[src/rtl/rca_seq_defs_pkg.sv]
// Shared definitions for the multi-cycle word adder: slice width and FSM state encodings.
package rca_seq_defs;

    localparam int SLICE_W = 4;

    typedef enum logic [1:0] {
        ST_IDLE = 2'd0,
        ST_RUN  = 2'd1,
        ST_DONE = 2'd2
    } state_t;

endpackage

[src/rtl/ripple_carry_adder.sv]
// Purely combinational W-bit ripple-carry adder built from a chain of full adders.
module ripple_carry_adder
    import rca_seq_defs::*;
#(
    parameter int W = SLICE_W
) (
    input  logic [W-1:0] a,
    input  logic [W-1:0] b,
    input  logic         c,
    output logic [W-1:0] sum,
    output logic         carry
);

    logic [W:0] chain;

    assign chain[0] = c;

    generate
        for (genvar gi = 0; gi < W; gi++) begin : g_fa
            assign sum[gi]      = a[gi] ^ b[gi] ^ chain[gi];
            assign chain[gi+1]  = (a[gi] & b[gi]) | (chain[gi] & (a[gi] ^ b[gi]));
        end
    endgenerate

    assign carry = chain[W];

endmodule

[src/rtl/rca_word_sequencer.sv]
// Wide-word adder that reuses one 4-bit ripple-carry slice over NSLICE cycles, LSB slice first,
// with valid/ready handshakes on the operand and result sides.
module rca_word_sequencer
    import rca_seq_defs::*;
#(
    parameter int WIDTH = 16
) (
    input  logic             clk,
    input  logic             rst,
    input  logic             in_valid,
    output logic             in_ready,
    input  logic [WIDTH-1:0] in_a,
    input  logic [WIDTH-1:0] in_b,
    input  logic             in_cin,
    output logic             out_valid,
    input  logic             out_ready,
    output logic [WIDTH-1:0] out_sum,
    output logic             out_cout,
    output logic             busy
);

    localparam int NSLICE = WIDTH / SLICE_W;
    localparam int IDX_W  = (NSLICE > 1) ? $clog2(NSLICE) : 1;

    state_t             state_q, state_d;
    logic [IDX_W-1:0]   idx_q, idx_d;
    logic [WIDTH-1:0]   a_q, a_d;
    logic [WIDTH-1:0]   b_q, b_d;
    logic [WIDTH-1:0]   res_q, res_d;
    logic               carry_q, carry_d;
    logic [WIDTH-1:0]   out_sum_q, out_sum_d;
    logic               out_cout_q, out_cout_d;

    logic [SLICE_W-1:0] a_slices [NSLICE];
    logic [SLICE_W-1:0] b_slices [NSLICE];
    logic [SLICE_W-1:0] slice_a, slice_b, slice_sum;
    logic               slice_carry;
    logic [WIDTH-1:0]   res_upd;
    logic               last_slice;

    // res_upd is the result register with the current slice's sum merged in.
    generate
        for (genvar gi = 0; gi < NSLICE; gi++) begin : g_slice
            assign a_slices[gi] = a_q[gi*SLICE_W +: SLICE_W];
            assign b_slices[gi] = b_q[gi*SLICE_W +: SLICE_W];
            assign res_upd[gi*SLICE_W +: SLICE_W] =
                (idx_q == IDX_W'(gi)) ? slice_sum : res_q[gi*SLICE_W +: SLICE_W];
        end
    endgenerate

    assign slice_a    = a_slices[idx_q];
    assign slice_b    = b_slices[idx_q];
    assign last_slice = (idx_q == IDX_W'(NSLICE - 1));

    ripple_carry_adder #(
        .W (SLICE_W)
    ) u_slice_adder (
        .a     (slice_a),
        .b     (slice_b),
        .c     (carry_q),
        .sum   (slice_sum),
        .carry (slice_carry)
    );

    assign in_ready  = (state_q == ST_IDLE) && !rst;
    assign out_valid = (state_q == ST_DONE);
    assign busy      = (state_q == ST_RUN) || (state_q == ST_DONE);
    assign out_sum   = out_sum_q;
    assign out_cout  = out_cout_q;

    always_comb begin
        state_d    = state_q;
        idx_d      = idx_q;
        a_d        = a_q;
        b_d        = b_q;
        res_d      = res_q;
        carry_d    = carry_q;
        out_sum_d  = out_sum_q;
        out_cout_d = out_cout_q;

        case (state_q)
            ST_IDLE: begin
                if (in_valid && in_ready) begin
                    a_d     = in_a;
                    b_d     = in_b;
                    carry_d = in_cin;
                    idx_d   = '0;
                    res_d   = '0;
                    state_d = ST_RUN;
                end
            end
            ST_RUN: begin
                res_d   = res_upd;
                carry_d = slice_carry;
                if (last_slice) begin
                    // Outputs only change here, so they hold across the next operation's RUN.
                    out_sum_d  = res_upd;
                    out_cout_d = slice_carry;
                    state_d    = ST_DONE;
                end else begin
                    idx_d = idx_q + 1'b1;
                end
            end
            ST_DONE: begin
                if (out_ready) begin
                    state_d = ST_IDLE;
                end
            end
            default: begin
                state_d = ST_IDLE;
            end
        endcase
    end

    always_ff @(posedge clk) begin
        if (rst) begin
            state_q    <= ST_IDLE;
            idx_q      <= '0;
            a_q        <= '0;
            b_q        <= '0;
            res_q      <= '0;
            carry_q    <= 1'b0;
            out_sum_q  <= '0;
            out_cout_q <= 1'b0;
        end else begin
            state_q    <= state_d;
            idx_q      <= idx_d;
            a_q        <= a_d;
            b_q        <= b_d;
            res_q      <= res_d;
            carry_q    <= carry_d;
            out_sum_q  <= out_sum_d;
            out_cout_q <= out_cout_d;
        end
    end

endmodule

[config.mk]
export PLATFORM = sky130hd
export DESIGN_NAME = rca_word_sequencer
export DESIGN_NICKNAME = d
export VERILOG_FILES = /design/src/rtl/rca_seq_defs_pkg.sv /design/src/rtl/ripple_carry_adder.sv /design/src/rtl/rca_word_sequencer.sv
export SDC_FILE = /design/constraint.sdc
export NUM_CORES = 1
export LEC_CHECK = 0
export CORE_UTILIZATION = 30
export DETAILED_ROUTE_END_ITERATION = 6
export PLACE_DENSITY = 0.57
export REMOVE_ABC_BUFFERS = 1
export SLEW_MARGIN = 20
export SYNTH_ARGS = -nofsm -noshare
export SYNTH_HDL_FRONTEND = slang
export SYNTH_SLANG_ARGS = --single-unit
[constraint.sdc]
create_clock -name clk -period 3.8 [get_ports clk]
set_input_delay 0.76 -clock clk [delete_from_list [all_inputs] [get_ports clk]]
set_output_delay 0.76 -clock clk [all_outputs]
set_load 0.01 [all_outputs]
### After elaboration in Yosys (flattened, before gate mapping)

Cells that the tools add are included.

* mux-type cells: 21
* reduce and logical (&&, ||, !) cells: 12
* equal/unequal tests: 9
* bitwise gates (word level): 21
* $mul: 0
* magnitude comparators: 1
* div/mod/pow operators: 0
* shift-type cells: 0
* $add $sub $neg: 1

Operators by type and width (number)
* $mux W4: 8
* $pmux W16 S2: 1
* $bmux W4 S2: 2
* $mux W16: 1
* $mux W2: 5
* $and A1 B1 Y1: 8
* $xor A1 B1 Y1: 8
* $eq A2 B2 Y1 const B: 3
* $pmux W2 S3: 1
* $reduce_and A2 Y1: 3
* $reduce_and A3 Y1: 2
* $eq A2 B1 Y1 const B: 2
* $logic_not A2 Y1: 2
* $ne A2 B1 Y1 const B: 2
* $ne A2 B2 Y1 const B: 2
* $or A1 B1 Y1: 4
* $pmux W2 S2: 1
* $ge A3 B3 Y1 const B: 1
* $not A2 Y3: 1
* $add A2 B1 Y2 const B: 1
* $logic_and A1 B1 Y1: 2
* $pmux W1 S2: 1
* $reduce_bool A2 Y1: 1
* $logic_not A1 Y1: 1
* 2 further kinds: 2

* logic and storage cells: 73
* input bits: 37
* bits in read-only memories: 0
* latch bits: 0
* memories: 0
* output and inout bits: 20
* bits in writable memories: 0
* register bits: 70

### Longest topological paths before layout

* depth after elaboration: 14
* depth in mapped cells: 12
* depth with buffers taken out: 11

### Modules after synthesis

From an unflattened synthesis, not the netlist that was laid out.

* cells, all modules: 327
* area, all modules: 3074.2 um^2

Modules (own cells, without submodules)
* rca_word_sequencer: times used 1, area an instance 2956.6 um^2, cells an instance 313
* ripple_carry_adder: times used 1, area an instance 117.6 um^2, cells an instance 14

### Worst setup path after synthesis

OpenSTA, ideal clock, no wires.

* path kind: register -> register
* start: register idx_q[0]
* end: register res_q[3]
* required time: 3.741 ns
* arrival time: 3.020 ns
* cell stages (with the launch flop): 12
* library setup time: 0.059 ns
* clock period less this slack: 3.079 ns
* buffers on the path: 1
* setup slack: 0.721 ns
* path through: dfxtp_1 > buf_4 > mux4_2 > inv_1 > fa_1 > inv_1 > fa_1 > fa_1 > inv_1 > fa_1 > nor3_2 > a22o_1

* longest elaborated chain between the ends: 14

Ends and longest elaborated chain
* start, declared: RTL line rca_word_sequencer.sv:26 `logic [IDX_W-1:0] idx_q, idx_d;`
* start signal, assigned: RTL line rca_word_sequencer.sv:127 `idx_q <= idx_d;`
* $not A2 Y3 (implied by the code): RTL line rca_word_sequencer.sv:51, rca_word_sequencer.sv:52
* $bmux W4 S2, on equally long branches: RTL line rca_word_sequencer.sv:51, rca_word_sequencer.sv:52
* $mux W4, on equally long branches (2 in a row): RTL line rca_word_sequencer.sv:51, rca_word_sequencer.sv:52
* $xor A1 B1 Y1: RTL line ripple_carry_adder.sv:21 `assign chain[gi+1] = (a[gi] & b[gi]) | (chain[gi] & (a[gi] ^ b[gi]));`
* $and A1 B1 Y1: RTL line ripple_carry_adder.sv:21
* $or A1 B1 Y1: RTL line ripple_carry_adder.sv:21
* $and A1 B1 Y1: RTL line ripple_carry_adder.sv:21
* $or A1 B1 Y1: RTL line ripple_carry_adder.sv:21
* $and A1 B1 Y1: RTL line ripple_carry_adder.sv:21
* $or A1 B1 Y1: RTL line ripple_carry_adder.sv:21
* $xor A1 B1 Y1: RTL line ripple_carry_adder.sv:20 `assign sum[gi] = a[gi] ^ b[gi] ^ chain[gi];`
* $mux W4 (*): RTL line rca_word_sequencer.sv:47 `(idx_q == IDX_W'(gi)) ? slice_sum : res_q[gi*SLICE_W +: SLICE_W];`
* $pmux W16 S2 (*): RTL line rca_word_sequencer.sv:81 `case (state_q)`
* end signal, assigned: RTL line rca_word_sequencer.sv:130 `res_q <= res_d;`
* end, declared: RTL line rca_word_sequencer.sv:29 `logic [WIDTH-1:0] res_q, res_d;`

Every way passes the cells marked *; elsewhere a longest branch is shown, timed or not. The select of a mux whose other input is x is not followed.
A chain may end at the register's enable or synchronous reset.

### Worst setup path after layout

* start: register idx_q[0]
* end: register res_q[11]

Same word-level chain as after synthesis.

==> flow_metrics.tcl <==
set metrics [dict create \
    p_seq_share_pct 41.0 \
    hold_class "flip-flop to flip-flop" \
    cts_buffer_depth 2 \
    end_kind "flip-flop" \
    critical_path_class "flip-flop to flip-flop" \
    power.leakage_nw 1.34 \
    r2r_start "idx_q[0]$_SDFFE_PP0P_" \
    crit_required_ns 4.08 \
    vias 2280 \
    antenna_found_initial 0 \
    crit_family "adder cells" \
    netSwitchingPower_w 0.000652 \
    initial_core_util_pct 31.5 \
    synthDistinctLibCells 42 \
    insertion_delay_ns 0.34 \
    synth_edf_count 0 \
    synth-simple-area-share_pct 18.6 \
    worst_ep_arrival_time_ns 3.59 \
    maxSlewViolCount 0 \
    cts_num_sinks 66 \
    worst_slack_ns 0.487 \
    grt_usage_pct 12.9 \
    max_freq_mhz 302 \
    start_kind "flip-flop" \
    hpwl_mm 4.52 \
    synthAdderAreaFrac_pct 5.74 \
    synth_top_family_by_area "simple AND/OR/NAND/NOR gates" \
    synth_mux_area_share_pct 8.45 \
    area_delta_synth_final_pct 23.2 \
    path_clk_slew_ns 0.06 \
    drtPass1Iterations 4 \
    grt_max_degree 65 \
    wl_met3_um 248 \
    drtIter0Drc 71 \
    path_max_fanout 10 \
    tightest_slew_ns 0.691 \
    fp.dieW_um 104 \
    drtAntennaViolNets 0 \
    grt_setup_unrepaired "false" \
    instances_no_fill 502 \
    drt_wl_total_mm 6.41 \
    peakVddDrop_mv 0.161 \
    met1_length_mm 3.21 \
    reg2reg_slack_ns 0.49 \
    synth_compound_area_share_pct 17.3 \
    hold_path.startpoint "out_sum[4]$_SDFFE_PP0P_" \
    p_clk_share_pct 27.8 \
    die-area_um2 10900 \
    num_antenna_cells 0 \
    drive_gt1_share_pct 10.8 \
    gp_congestion 0.726 \
    comb_power_share_pct 31.2 \
    dp_slack_ns 0.472 \
    period_minus_slack_ns 3.31 \
    postCtsSetupRepairBufs 0 \
    cts_resized 0 \
    synth_xor_xnor_area_share_pct 0 \
    clock-root-buffer "clkbuf_8" \
    critPathMaxStageDelay_ns 0.59 \
    syn-cell-area_um2 3140 \
    slew_headroom_pct 53.9 \
    power_density_nw_per_um2 525 \
    routed_via_density 4.54 \
    placeableCoreArea_um2 9950 \
    fp.dieH_um 104 \
    ys_ff_latch 66 \
    portBuffers 56 \
    outcome "finished, final reports clean" \
    critPathMostFrequentCell "fa_1" \
    wire_per_inst_um 12.8 \
    syn_avg_cell_area_um2 9.78 \
    placed_cells 487 \
    overflow 0 \
    io_pins 57 \
    internal_power_w 0.00138 \
    cts_tree "done" \
    grt_pass1_vias 2321 \
    rows 36 \
    ys.flop_type "dfxtp_1" \
    worstPathCellList "mux4_2, inv_1, fa_1, inv_1, fa_1, fa_1, inv_1, fa_1, nor3_2, a22o_1" \
    grt_first_pass_wirelength_mm 11.3 \
    async_flop_share_pct 0 \
    top_layer "met4" \
    setup_violations 0 \
    yosysWarnings 0 \
    dr_wl_met2_mm 2.90 \
    cts.htree.levels 3 \
    swShare_pct 32.1 \
    period_share_pct 87.2 \
    seq_area_frac_synth_pct 42.1 \
    path_buf_inv 3 \
    stdcell_area_um2 3870 \
    worstSetupStartpoint "idx_q[0]$_SDFFE_PP0P_" \
    cts_buffers 9 \
    placed_area_um2 3680 \
    cp_slowest_cell "dfxtp_1" \
    netlist_instances 321 \
    hold_viol_final 0 \
    drc 0 \
    nNetsFinal 414 \
    fin_skew_ns 0.00967 \
    hold_buffers 0 \
    cap_violations 0 \
    finalSetupTns_ns 0 \
]
-- power by group through the flow --
stage | Combinational (W) | Sequential, W | Clock (W)
6_report | 0.000634 | 0.000834 | 0.000565
5_1_grt | 0.000710 | 0.000848 | 0.000611
4_1_cts | 0.000641 | 0.000836 | 0.000581
3_5_place_dp | 0.000639 | 0.000851 | 0
3_3_place_gp | 0.000625 | 0.000852 | 0
2_1_floorplan | 0.000450 | 0.000836 | 0
-- worst min-delay path: cells and delay by family, from the launching register on --
kind / cells / cell delay, ns
AO/OA/AOI/OAI: 1 / 0.05
flip-flops: 1 / 0.31
AND/OR/NAND/NOR: 1 / 0.05
-- cell usage after synthesis, types with 2 or more instances --
master | number | area share (%)
a21oi_4 | 3 | 1.6
ha_1 | 8 | 3.2
buf_6 | 9 | 3.2
a211oi_1 | 6 | 1.4
a21oi_1 | 9 | 1.4
a22o_1 | 6 | 1.7
nand2b_1 | 36 | 7.2
inv_1 | 11 | 1.3
dfxtp_1 | 66 | 42
buf_4 | 5 | 1.2
fa_1 | 4 | 2.6
o21ai_0 | 4 | 0.64
clkbuf_1 | 3 | 0.36
o21ai_1 | 28 | 4.5
buf_2 | 8 | 1.3
a211oi_2 | 3 | 1.2
nor2b_1 | 3 | 0.60
mux2i_1 | 7 | 2.2
a32o_1 | 6 | 1.9
nor3_2 | 2 | 0.64
o211ai_1 | 6 | 1.4
o32ai_1 | 2 | 0.56
nor2_1 | 11 | 1.3
nand2_1 | 48 | 5.7
mux4_2 | 8 | 5.7
or2b_1 | 3 | 0.72
-- final timing paths --
kind | end | depth (start not counted)
max | res_q[11]$_SDFFE_PP0P_ | 10
min | out_sum[4]$_SDFFE_PP0P_ | 2
max reg2reg | res_q[11]$_SDFFE_PP0P_ | 10
min reg2reg | out_sum[4]$_SDFFE_PP0P_ | 2
-- per-stage QoR --
step	hold slack, ns	util [%]	power (W)
floorplan	0.438	-	0.00129
global placement	0.440	37.0	0.00148
detailed placement	0.447	37.0	0.00149
CTS	0.455	38.8	0.00206
global route	0.476	38.9	0.00217
finish	0.451	38.9	0.00203
-- area by class of cell --
type | count | area, µm²
fill | 1013 | 6090
multi-input combinational | 218 | 1580
sequential | 66 | 1320
timing repair buffer | 59 | 578
tap | 133 | 166
clock buffer | 12 | 145
inverter | 11 | 41.3
clock inverter | 3 | 40.0
-- sequential cells by signal (all words and copies together), names as in the netlist --
signal,flops
carry_q,1
a_q,16
out_sum,16
out_cout,1
state_q,2
b_q,16
res_q,12
idx_q,2
-- cell usage in the layout, fill, tap and decap left out, types with 9 or more instances in the layout --
cell,Yosys,routed
clkbuf_8,1,10
dfxtp_1,66,66
clkdlybuf4s50_1,0,55
o21ai_1,28,28
nand2b_1,36,36
a21oi_1,9,9
nor2_1,11,11
inv_1,11,11
nand2_1,48,48
-- per-layer routing --
metal | global-route usage, % | vias to the layer above
li1 | - | 1187
met4 | 3.67 | 0
met2 | 20.2 | 47
met3 | 4.39 | 4
met1 | 16.8 | 1042
met5 | 0 | -
-- cells by family after synthesis --
group                      after synthesis
AOI/OAI and AO/OA                       77
DFF                                     66
buffers and inverters                   37
and+or+nand+nor                        113
muxes                                   16
adders and majority gates               12
No activity file was read; power rests on OpenSTA's default activity.
